[src/rtl/robs_control.sv]
// Moore control FSM for the signed Robertson multiplier; drives datapath word c[14:0] from zr/zq status.
// Optional `ROBS_CTRL_STATE_OUT_EN adds state_dbg[3:0] exposing the current state encoding.
module robs_control #(
  parameter int WIDTH = 8
) (
  input  logic        clk,
  input  logic        reset,
  input  logic        start,
  input  logic        zr,
  input  logic        zq,
  output logic [14:0] c,
  output logic        busy,
  output logic        done
`ifdef ROBS_CTRL_STATE_OUT_EN
  ,
  output logic [3:0]  state_dbg
`endif
);

  if (WIDTH != 8) begin : g_width_check
    $error("robs_control: zq termination requires WIDTH == 8");
  end

  localparam logic [3:0] S_IDLE   = 4'd0;
  localparam logic [3:0] S_INIT   = 4'd1;
  localparam logic [3:0] S_LOADR  = 4'd2;
  localparam logic [3:0] S_TEST   = 4'd3;
  localparam logic [3:0] S_DECIDE = 4'd4;
  localparam logic [3:0] S_ADD    = 4'd5;
  localparam logic [3:0] S_SUB    = 4'd6;
  localparam logic [3:0] S_SHIFT  = 4'd7;
  localparam logic [3:0] S_LOADSH = 4'd8;
  localparam logic [3:0] S_FINISH = 4'd9;
  localparam logic [3:0] S_DONE   = 4'd10;

  logic [3:0]  r_state;
  logic [3:0]  w_state_next;
  logic [14:0] r_c;
  logic [14:0] w_c_next;
  logic        r_busy;
  logic        w_busy_next;
  logic        r_done;
  logic        w_done_next;

  // State and output registers; outputs are decoded from the next state so they align with r_state
  always_ff @(posedge clk or posedge reset) begin
    if (reset) begin
      r_state <= S_IDLE;
      r_c     <= 15'd0;
      r_busy  <= 1'b0;
      r_done  <= 1'b0;
    end else begin
      r_state <= w_state_next;
      r_c     <= w_c_next;
      r_busy  <= w_busy_next;
      r_done  <= w_done_next;
    end
  end

  // Next-state logic; unused encodings fall back to IDLE
  always_comb begin
    w_state_next = S_IDLE;
    case (r_state)
      S_IDLE: begin
        if (start) begin
          w_state_next = S_INIT;
        end else begin
          w_state_next = S_IDLE;
        end
      end
      S_INIT:   w_state_next = S_LOADR;
      S_LOADR:  w_state_next = S_TEST;
      S_TEST:   w_state_next = S_DECIDE;
      S_DECIDE: begin
        if (zr) begin
          w_state_next = S_SHIFT;
        end else if (zq) begin
          w_state_next = S_SUB;
        end else begin
          w_state_next = S_ADD;
        end
      end
      S_ADD:    w_state_next = S_SHIFT;
      S_SUB:    w_state_next = S_SHIFT;
      S_SHIFT:  w_state_next = S_LOADSH;
      S_LOADSH: begin
        if (zq) begin
          w_state_next = S_FINISH;
        end else begin
          w_state_next = S_TEST;
        end
      end
      S_FINISH: w_state_next = S_DONE;
      S_DONE:   w_state_next = S_IDLE;
      default:  w_state_next = S_IDLE;
    endcase
  end

  // Control-word decode of the state being entered
  always_comb begin
    w_c_next    = 15'd0;
    w_busy_next = 1'b1;
    w_done_next = 1'b0;
    case (w_state_next)
      S_IDLE:   w_busy_next = 1'b0;
      S_INIT:   w_c_next = 15'h000F;
      S_LOADR:  w_c_next = 15'h0300;
      S_TEST:   w_c_next = 15'h2000;
      S_DECIDE: w_c_next = 15'h0000;
      S_ADD:    w_c_next = 15'h0520;
      S_SUB:    w_c_next = 15'h0120;
      S_SHIFT:  w_c_next = 15'h1800;
      S_LOADSH: w_c_next = 15'h0350;
      S_FINISH: w_c_next = 15'h4088;
      S_DONE:   w_done_next = 1'b1;
      default: begin
        w_c_next    = 15'd0;
        w_busy_next = 1'b0;
      end
    endcase
  end

  assign c    = r_c;
  assign busy = r_busy;
  assign done = r_done;

`ifdef ROBS_CTRL_STATE_OUT_EN
  assign state_dbg = r_state;
`endif

endmodule

[config.mk]
export PLATFORM = sky130hd
export DESIGN_NAME = robs_control
export DESIGN_NICKNAME = d
export VERILOG_FILES = /design/src/rtl/robs_control.sv
export SDC_FILE = /design/constraint.sdc
export NUM_CORES = 1
export LEC_CHECK = 0
export CAP_MARGIN = 20
export CORE_UTILIZATION = 51
export CTS_BUF_LIST = sky130_fd_sc_hd__clkbuf_8
export CTS_CLUSTER_SIZE = 14
export DETAILED_ROUTE_END_ITERATION = 8
export GPL_ROUTABILITY_DRIVEN = 1
export PLACE_DENSITY_LB_ADDON = 0.1
export SETUP_SLACK_MARGIN = 0.3
export SYNTH_ARGS = -nofsm -noshare
export SYNTH_HDL_FRONTEND = slang
export SYNTH_SLANG_ARGS = --single-unit
[constraint.sdc]
create_clock -name clk -period 3.4 [get_ports clk]
set_clock_uncertainty 0.2 [all_clocks]
set_input_delay 0.34 -clock clk [delete_from_list [all_inputs] [get_ports clk]]
set_output_delay 0.34 -clock clk [all_outputs]
set_load 0.01 [all_outputs]
==> impl_results.md <==
* Status: finished clean
* Area growth, synth to finish at 27.94%
* Avg WL per Cell at 13.15 um
* Antenna Violating Nets Remaining at 0
* Post-synthesis sequential area ratio at 52.29%
* CP Class: reg -> reg
* Slew margin rel. at 60.63%
* Tmin final at 1.895 ns
* Iteration-0 DRC count of the detailed router at 13
* Final slew viol count at 0
* Arrival @ worst endpoint at 1.83 ns
* Worst Path Required at 3.34 ns
* Commonest non-fill, non-tap cell in the layout: clkdlybuf4s50_1
* P_leak at 0.4067 nW
* End point of the critical path: c[8]$_DFF_PP0_
* Htree depth at 1
* Critical path buffer and inverter count at 0
* HPWL after DPL at 948.7 um
* Nets at 90
* Largest net degree at the start of global routing at 17
* Die height at 40.75 um
* Die X-Extent at 40.75 um
* Reg2reg start: r_state[1]$_DFF_PP0_
* Post-CTS Setup Inserts at 0
* Sequential power share at 35.0%
* Core area at 1350 um2
* Sw frac at 38.81%
* Antenna diode count at 0
* Finished Layout Cells at 99
* Final hold viol count at 0
* CP max-delay cell: dfrtp_1
* Pwr per Cell Area at 1008 nW/um2
* CP Capture Type: flip-flop
* Yosys Warn Count at 0
* CTS buffer count at 3
* Post-Route Setup TNS at 0 ns
* Syn Nets at 73
* Slew of the pin with the lowest slew margin at 0.5898 ns
* Area taken by multi-input logic gates at 284.0 um2
* Worst Hold Class: in -> async
* Gate power share at 48.1%
* Fillers at 101
* Register area at 400.4 um2
* DRC Markers at 0
* Synth Cell Area at 765.7 um2
* Initial antenna violation count at 0
* Crit path launch: r_state[1]$_DFF_PP0_
* Worst path depth at 4
* Post-synth top area cell: dfrtp_1
* Clock power frac at 16.9%
* CTS sink count at 16
* DR pass1 iterations at 4
* Placed Cells at 95
* # IOs at 22
* Cts hold-fix bufs at 0
* R2R cell count at 4
* Fmax at 527.8 MHz
* FF+latch count, synth at 16
* Worst path max stage delay at 0.52 ns
* Critical-path cell list: and2_1, o32ai_4, nand4_4, a31o_1
* Clk root buf: clkbuf_8
* Area share of the largest cell type after synthesis at 52.29%
* Clk buf depth at 2
* Internal power at 0.0006040 W
* GPL Wtd Cong at 0.8436
* Share of post-route cells with drive strength above 1 at 10.71%
* GRT Total Usage at 20.37%
* Vias in the first global route at 447
* Syn_area_per_cell at 11.26 um2
* Initial Util at 56.72%
* Reg2reg end: c[8]$_DFF_PP0_
* DR vias/cell at 5.596
* Yosys cell types at 25
* Crit share post-route at 55.73%
* Top_reg_cell synth: dfrtp_1
* Final Setup Violations at 0
* Sw power at 0.0003831 W
* FP Rows at 13
* Number of synthesized flops with an enable pin at 0
* CP max FO at 12
* Highest-count cells in the layout ignoring fill and taps: clkdlybuf4s50_1 (21), dfrtp_1 (16), nor2_1 (7)
* Clk_lat worst skew at 0.25 ns
* FF-to-FF setup slack at 1.51 ns
* CTS tree: done
* Syn Inst Count at 68
* # Max-Cap Violations at 0
* I/O Buffers at 21
* Post-cts resize count at 0
* Via count at 554
* Total grt overflow at 0
* Clock edge transition at the registers on the reported setup and hold paths at 0.06 ns
* Unrepaired setup endpoints after global routing: no
* FFs w/ async S/R, synth at 100.0%
* Die footprint at 1661 um2
* Worst setup SP type: flip-flop
* Cell family with most CP delay: compound AO/OA/AOI/OAI gates
* Area contributors post-synth: dfrtp_1 (52%), buf_4 (4.9%), o32ai_4 (3.6%)
* First-pass GRT wire length at 2035 um
* VDD IR max at 0.0007846 V
* Total wire length at 1302 um
cell type report:
cell class / count / share of cell area (%)
clock buffer: 4 / 5.619
inverter: 3 / 1.149
multi-input combinational: 40 / 28.99
sequential: 16 / 40.87
tap: 15 / 1.916
timing repair buffer: 21 / 21.46
per-stage QoR:
stage | power [W] | setup WS [ns] | hold slack [ns] | utilization [%] | instance area [um2]
floorplan | 0.0007085 | 1.699 | 0.05374 | - | 765.7
global placement | 0.0008143 | 1.325 | 0.4625 | 68.49 | 924.6
detailed placement | 0.0008224 | 1.280 | 0.4782 | 68.49 | 924.6
CTS | 0.0009907 | 1.510 | 0.2706 | 72.57 | 979.7
global route | 0.001067 | 1.416 | 0.3303 | 72.57 | 979.7
finish | 0.0009871 | 1.505 | 0.2500 | 72.57 | 979.7
cell usage after synthesis (2+ instances only):
| master | count |
|---|---|
| nand2_1 | 2 |
| and3_1 | 2 |
| o21ai_1 | 2 |
| nor4_1 | 3 |
| buf_6 | 2 |
| nor2_1 | 7 |
| xnor2_1 | 2 |
| a21oi_1 | 2 |
| nor3_1 | 4 |
| buf_4 | 5 |
| a31o_1 | 2 |
| o21ai_0 | 2 |
| inv_1 | 3 |
| buf_2 | 2 |
| dfrtp_1 | 16 |
| and2_1 | 3 |
power by group through the flow:
stage                     combinational [W]  clock (W)  sequential, W
final                              0.000475   0.000167       0.000345
after global routing               0.000531   0.000179       0.000357
after CTS                          0.000478   0.000169       0.000344
after detailed placement           0.000474          0       0.000348
after global placement             0.000468          0       0.000346
after floorplan                    0.000400          0       0.000308
worst min path at each step:
stage | endpoint | slack, ns | cells after the start
floorplan | busy$_DFF_PP0_ | 0.05 | 1
global placement | c[7]$_DFF_PP0_ | 0.46 | 1
detailed placement | c[7]$_DFF_PP0_ | 0.48 | 1
CTS | c[2]$_DFF_PP0_ | 0.27 | 2
global route | c[7]$_DFF_PP0_ | 0.33 | 2
finish | done$_DFF_PP0_ | 0.25 | 2
sequential cells by signal, indices dropped and copies added, names as in the netlist:
signal,cells
r_state,4
busy,1
c,10
done,1
metal layers:
metal,GRT usage (%),routed length (um)
met1,28.37,617
met3,6.522,62
met4,15.00,41
met2,25.79,582
met5,0,0
logic make-up (layout without fill, tap and decap cells):
logic type / Yosys count / in the layout / share of synthesized area [%]
simple gates: 27 / 27 / 22.71
flops: 16 / 16 / 52.29
buf+inv: 12 / 28 / 10.62
compound gates: 11 / 11 / 12.09
xor+xnor: 2 / 2 / 2.288
No activity file was read; power rests on OpenSTA's default activity.
